$ cat src/rtl/iter_muldiv_pkg.sv
// Shared encodings for the iterative multiply/divide unit: opcodes and FSM state codes.
package iter_muldiv_pkg;

  localparam logic OP_MULTU = 1'b0;
  localparam logic OP_DIVU  = 1'b1;

  typedef enum logic [1:0] {
    ST_IDLE = 2'd0,
    ST_RUN  = 2'd1,
    ST_DONE = 2'd2
  } state_t;

endpackage

$ cat src/rtl/iter_muldiv_step.sv
// One combinational iteration of the shared {hi, lo} accumulator:
// shift-add for MULTU, restoring subtract-and-shift for DIVU.
module iter_muldiv_step
  import iter_muldiv_pkg::*;
#(
  parameter int WIDTH = 32
) (
  input  logic [2*WIDTH:0]   acc,
  input  logic [WIDTH-1:0]   opnd,
  input  logic               op,
  output logic [2*WIDTH:0]   acc_next
);

  logic [WIDTH:0]   sum_s;
  logic [WIDTH:0]   rem_s;
  logic [WIDTH:0]   diff_s;
  logic [2*WIDTH:0] add_s;

  // Next accumulator for the selected operation
  always_comb begin
    sum_s    = acc[2*WIDTH:WIDTH] + {1'b0, opnd};
    rem_s    = acc[2*WIDTH-1:WIDTH-1];
    diff_s   = rem_s - {1'b0, opnd};
    add_s    = {1'b0, acc[2*WIDTH-1:0]};
    acc_next = acc;
    if (op == OP_MULTU) begin
      // Multiplier sits in the low half and is consumed LSB first as the product shifts in.
      if (acc[0]) begin
        add_s = {sum_s, acc[WIDTH-1:0]};
      end else begin
        add_s = {1'b0, acc[2*WIDTH-1:0]};
      end
      acc_next = add_s >> 1;
    end else begin
      // Dividend bits shift out of the low half MSB first; quotient bits shift in behind them.
      if (rem_s >= {1'b0, opnd}) begin
        acc_next = {diff_s, acc[WIDTH-2:0], 1'b1};
      end else begin
        acc_next = {rem_s, acc[WIDTH-2:0], 1'b0};
      end
    end
  end

endmodule

$ cat src/rtl/iter_muldiv.sv
// Iterative unsigned MULTU/DIVU unit, one bit per cycle; holds the FSM, counter and
// operand/accumulator registers around a combinational step.
module iter_muldiv
  import iter_muldiv_pkg::*;
#(
  parameter int WIDTH = 32
) (
  input  logic             clk_i,
  input  logic             rst_i,
  input  logic             start_i,
  input  logic             op_i,
  input  logic [WIDTH-1:0] src1_i,
  input  logic [WIDTH-1:0] src2_i,
  output logic             busy_o,
  output logic             done_o,
  output logic [WIDTH-1:0] hi_o,
  output logic [WIDTH-1:0] lo_o
);

  localparam int CW = (WIDTH > 2) ? $clog2(WIDTH) : 1;

  state_t           state_r;
  state_t           state_s;
  logic [CW-1:0]    count_r;
  logic             op_r;
  logic [WIDTH-1:0] opnd_r;
  logic [2*WIDTH:0] acc_r;
  logic [2*WIDTH:0] acc_next_s;
  logic [WIDTH-1:0] hi_r;
  logic [WIDTH-1:0] lo_r;
  logic             last_s;
  logic             dbz_s;

  iter_muldiv_step #(
    .WIDTH(WIDTH)
  ) u_step (
    .acc      (acc_r),
    .opnd     (opnd_r),
    .op       (op_r),
    .acc_next (acc_next_s)
  );

  // State register
  always_ff @(posedge clk_i) begin
    if (!rst_i) begin
      state_r <= ST_IDLE;
    end else begin
      state_r <= state_s;
    end
  end

  // Next-state decode; divide-by-zero skips RUN entirely
  always_comb begin
    state_s = state_r;
    last_s  = (count_r == CW'(WIDTH - 1));
    dbz_s   = (op_i == OP_DIVU) && (src2_i == {WIDTH{1'b0}});
    case (state_r)
      ST_IDLE: begin
        if (start_i) begin
          if (dbz_s) begin
            state_s = ST_DONE;
          end else begin
            state_s = ST_RUN;
          end
        end else begin
          state_s = ST_IDLE;
        end
      end
      ST_RUN: begin
        if (last_s) begin
          state_s = ST_DONE;
        end else begin
          state_s = ST_RUN;
        end
      end
      ST_DONE: state_s = ST_IDLE;
      default: state_s = ST_IDLE;
    endcase
  end

  // Operand latch, iteration and result capture
  always_ff @(posedge clk_i) begin
    if (!rst_i) begin
      count_r <= {CW{1'b0}};
      op_r    <= OP_MULTU;
      opnd_r  <= {WIDTH{1'b0}};
      acc_r   <= {(2*WIDTH+1){1'b0}};
      hi_r    <= {WIDTH{1'b0}};
      lo_r    <= {WIDTH{1'b0}};
    end else begin
      case (state_r)
        ST_IDLE: begin
          if (start_i) begin
            count_r <= {CW{1'b0}};
            op_r    <= op_i;
            opnd_r  <= src2_i;
            acc_r   <= {{(WIDTH+1){1'b0}}, src1_i};
            if (dbz_s) begin
              hi_r <= src1_i;
              lo_r <= {WIDTH{1'b1}};
            end
          end
        end
        ST_RUN: begin
          acc_r   <= acc_next_s;
          count_r <= count_r + CW'(1'b1);
          if (last_s) begin
            hi_r <= acc_next_s[2*WIDTH-1:WIDTH];
            lo_r <= acc_next_s[WIDTH-1:0];
          end
        end
        default: begin
          count_r <= count_r;
        end
      endcase
    end
  end

  assign busy_o = (state_r == ST_RUN);
  assign done_o = (state_r == ST_DONE);
  assign hi_o   = hi_r;
  assign lo_o   = lo_r;

endmodule
$ cat config.mk
export PLATFORM = sky130hd
export DESIGN_NAME = iter_muldiv
export DESIGN_NICKNAME = d
export VERILOG_FILES = /design/src/rtl/iter_muldiv_pkg.sv /design/src/rtl/iter_muldiv_step.sv /design/src/rtl/iter_muldiv.sv
export SDC_FILE = /design/constraint.sdc
export NUM_CORES = 1
export LEC_CHECK = 0
export ABC_CLOCK_PERIOD_IN_PS = 4600
export BUFFER_PORTS_ARGS = -buffer_cell sky130_fd_sc_hd__clkbuf_2
export CAP_MARGIN = 30
export CORE_MARGIN = 3
export CORE_UTILIZATION = 65
export CTS_CLUSTER_DIAMETER = 80
export CTS_CLUSTER_SIZE = 25
export DETAILED_ROUTE_END_ITERATION = 10
export GPL_ROUTABILITY_DRIVEN = 0
export PLACE_DENSITY = 0.87
export SYNTH_ARGS = -nofsm -noshare
export SYNTH_HDL_FRONTEND = slang
export SYNTH_HIERARCHICAL = 1
export SYNTH_SLANG_ARGS = --single-unit
$ cat constraint.sdc
create_clock -name clk_i -period 4.6 [get_ports clk_i]
set_input_delay 0.92 -clock clk_i [delete_from_list [all_inputs] [get_ports clk_i]]
set_output_delay 0.92 -clock clk_i [all_outputs]
set_load 0.02 [all_outputs]
==> qor.txt <==
outcome - complete, no violations
unrepaired setup endpoints after global routing - false
Die Area - 19700 um^2
mean area per synthesized cell - 7.92 um^2
CTS HTree Levels - 4
crit path cell chain - inv_1 -> ha_1 -> nand3_1 -> nor4_1 -> and4_1 -> nor4_1 -> o211a_2 -> buf_4 -> a21oi_1 -> a21oi_1 -> mux2i_1 -> a21oi_1
Most common cell on crit path - a21oi_1
router iterations before antenna repair - 7
Net Count, Synth - 1616
Core Util, Final - 74.4%
startpoint types - flip-flop
P_sw - 0.00142 W
die height - 140 um
largest cells by area after synthesis - dfxtp_1 29%, nand2_1 7.2%, ha_1 7.0%, mux2i_1 6.7%, a21oi_1 6.1%
Routed WL - 33.1 mm
antenna diode count - 0
Via Count - 11600
first-pass GRT wire length - 53.6 mm
clock sink total - 169
peak supply drop - 341 uV
# rows - 48
Final Max Slew Viols - 0
number of synthesized flops with an enable pin - 0
Yosys Warn Count - 6
dpl cell area - 12400 um^2
Wirelength per Cell - 18.6 um
switching share of power - 34.5%
crit share post-route - 81.3%
area grow syn2layout - 10.9%
clock share of power - 34.8%
most common cell in the synthesized netlist - nand2_1
crit path time final - 3740 ps
Worst EP required - 4980 ps
Slowest-stage cell, CP - o211a_2
Tot GR Track Use - 32.9%
IO Count - 134
sequential share of power - 38.6%
hold wc startpoint - lo_o[12]
setup repair bufs after CTS - 0
Max clock buf depth - 2
initial antenna violation count - 0
worst setup path startpoint - opnd_r[30]
Yosys top cell area share - 28.9%
Comb power frac - 26.6%
final setup fails - 0
Post-Syn Instances - 1480
DRC - 0
hold-fix buffer count after cts - 0
clk_lat worst skew - 450 ps
Leakage Power - 5.99 nW
share of cells above drive strength 1 - 15.4%
Worst Skew - 12.2 ps
Synth top cells by count - 225 x nand2_1, 169 x dfxtp_1, 144 x a21oi_1
gr ovfl total - 0
Critical Path Fanout Max - 21
worst min-delay path class - reg -> reg
Clock Tree Root - clkbuf_16
CORE AREA - 17500 um^2
PwrDens - 316 nW/um^2
kind of critical path - reg -> reg
largest net degree at the start of global routing - 106
worst-margin pin slew - 828 ps
PostCTS Resize Cnt - 0
Final Hold Viols - 0
maxcap violations - 0
Num CTS Buffers - 17
Worst-path clk slew - 70 ps
DRT antenna net count - 0
Detailed Route Iter0 Violations - 1486
internal power - 0.00269 W
sequential fraction of the synthesis area - 28.9%
reg2reg path depth - 12
vias in the first global route - 10600
Crit. End Element - flip-flop
port bufs - 133
Slew HR - 44.7%
starting density of the core - 67.1%
Nets - 1678
TritonCTS clock tree - built
flops & latches, synth - 169
post-synth cell types - 76
Via density - 6.54
Final HPWL DP - 23.3 mm
Fmax - 0.268 GHz
area of all placed cells without fillers - 13000 um^2
Worst path max stage delay - 650 ps
Hold Path Stages - 2
Hold WS - 459 ps
setup TNS - 0 ps
Post-synth ARST share - 0%
WP data arrival - 4110 ps
Die Wd - 140 um
cell accounting for the most synthesized area - dfxtp_1
ys flop type - dfxtp_1
mapped cell area - 11700 um^2
worst r2r src - opnd_r[30]
[logic make-up (layout without fill, tap and decap cells)]
logic type	Yosys count	count (layout)	share of synthesized area, %
AOI/OAI and AO/OA	490	490	27.1
DFF	169	169	28.9
and+or+nand+nor	432	432	17.4
muxes	109	109	9.67
buffers and inverters	160	235	5.70
xor gates and xnor gates	52	52	3.88
adders and majority gates	68	68	7.39
[area by class of cell]
class	instances	area, um^2
well taps	225	282
inverters	52	195
clock inverters	14	149
repair buffers	151	856
fillers	1307	4470
clock buffers	18	439
flip-flops and latches	169	3390
multi-input cells	1151	7690
[cell usage in the layout, fill, tap and decap left out, drive strengths merged, types with 11 or more instances in the layout]
cell type and instances:
xor2 20, nor2 60, buf 19, a31oi 43, nor2b 56, o21ai 77, a21o 24, a21boi 38
nor4 15, inv 59, clkbuf 150, ha 66, xnor2 32, nand2 225, nor3 11, mux2i 78
mux2 31, dfxtp 169, nand3 19, a211oi 27, a22oi 39, o21bai 11, a21oi 145, o31ai 37
[final timing paths]
kind               to  slack [ps]
max           hi_o[9]         860
min          lo_o[12]         460
max reg2reg   hi_o[9]         860
min reg2reg  lo_o[12]         460
[routing by layer]
| layer | global-route usage [%] | up-vias | part of all wire (%) |
|---|---|---|---|
| li1 | - | 5476 | - |
| met1 | 45.8 | 5414 | 43 |
| met2 | 51.6 | 662 | 44 |
| met3 | 6.62 | 95 | 10 |
| met4 | 9.69 | 0 | 2.7 |
| met5 | 0 | - | 0 |
[state kept, by name, summed over array words and instances (netlist names)]
signal / cells
lo_o: 32
op_r: 1
opnd_r: 32
acc_r: 65
state_r: 2
hi_o: 32
count_r: 5
[worst max-delay path, delay by kind of cell, from the launching register on]
kind	cells	cell delay, ps
compound gates	4	1220
simple gates	4	1010
flops	1	440
buf+inv	2	430
fa+ha+maj	1	410
mux	1	150
[stage by stage]
stage / std cells / worst slack [ps] / power (W)
finish: 1780 / 862 / 0.00411
global route: 1780 / 597 / 0.00427
CTS: 1780 / 934 / 0.00408
detailed placement: 1748 / 1010 / 0.00266
floorplan: 1480 / 1580 / 0.00243
global placement: 1745 / 1070 / 0.00263
[power by group through the flow]
stage	sequential, W	clock, W	combinational [W]
after floorplan	0.00159	0	0.000838
after global placement	0.00161	0	0.00102
after detailed placement	0.00162	0	0.00104
final	0.00158	0.00143	0.00109
after global routing	0.00159	0.00150	0.00118
after CTS	0.00158	0.00144	0.00106
No activity file was read; power rests on OpenSTA's default activity.
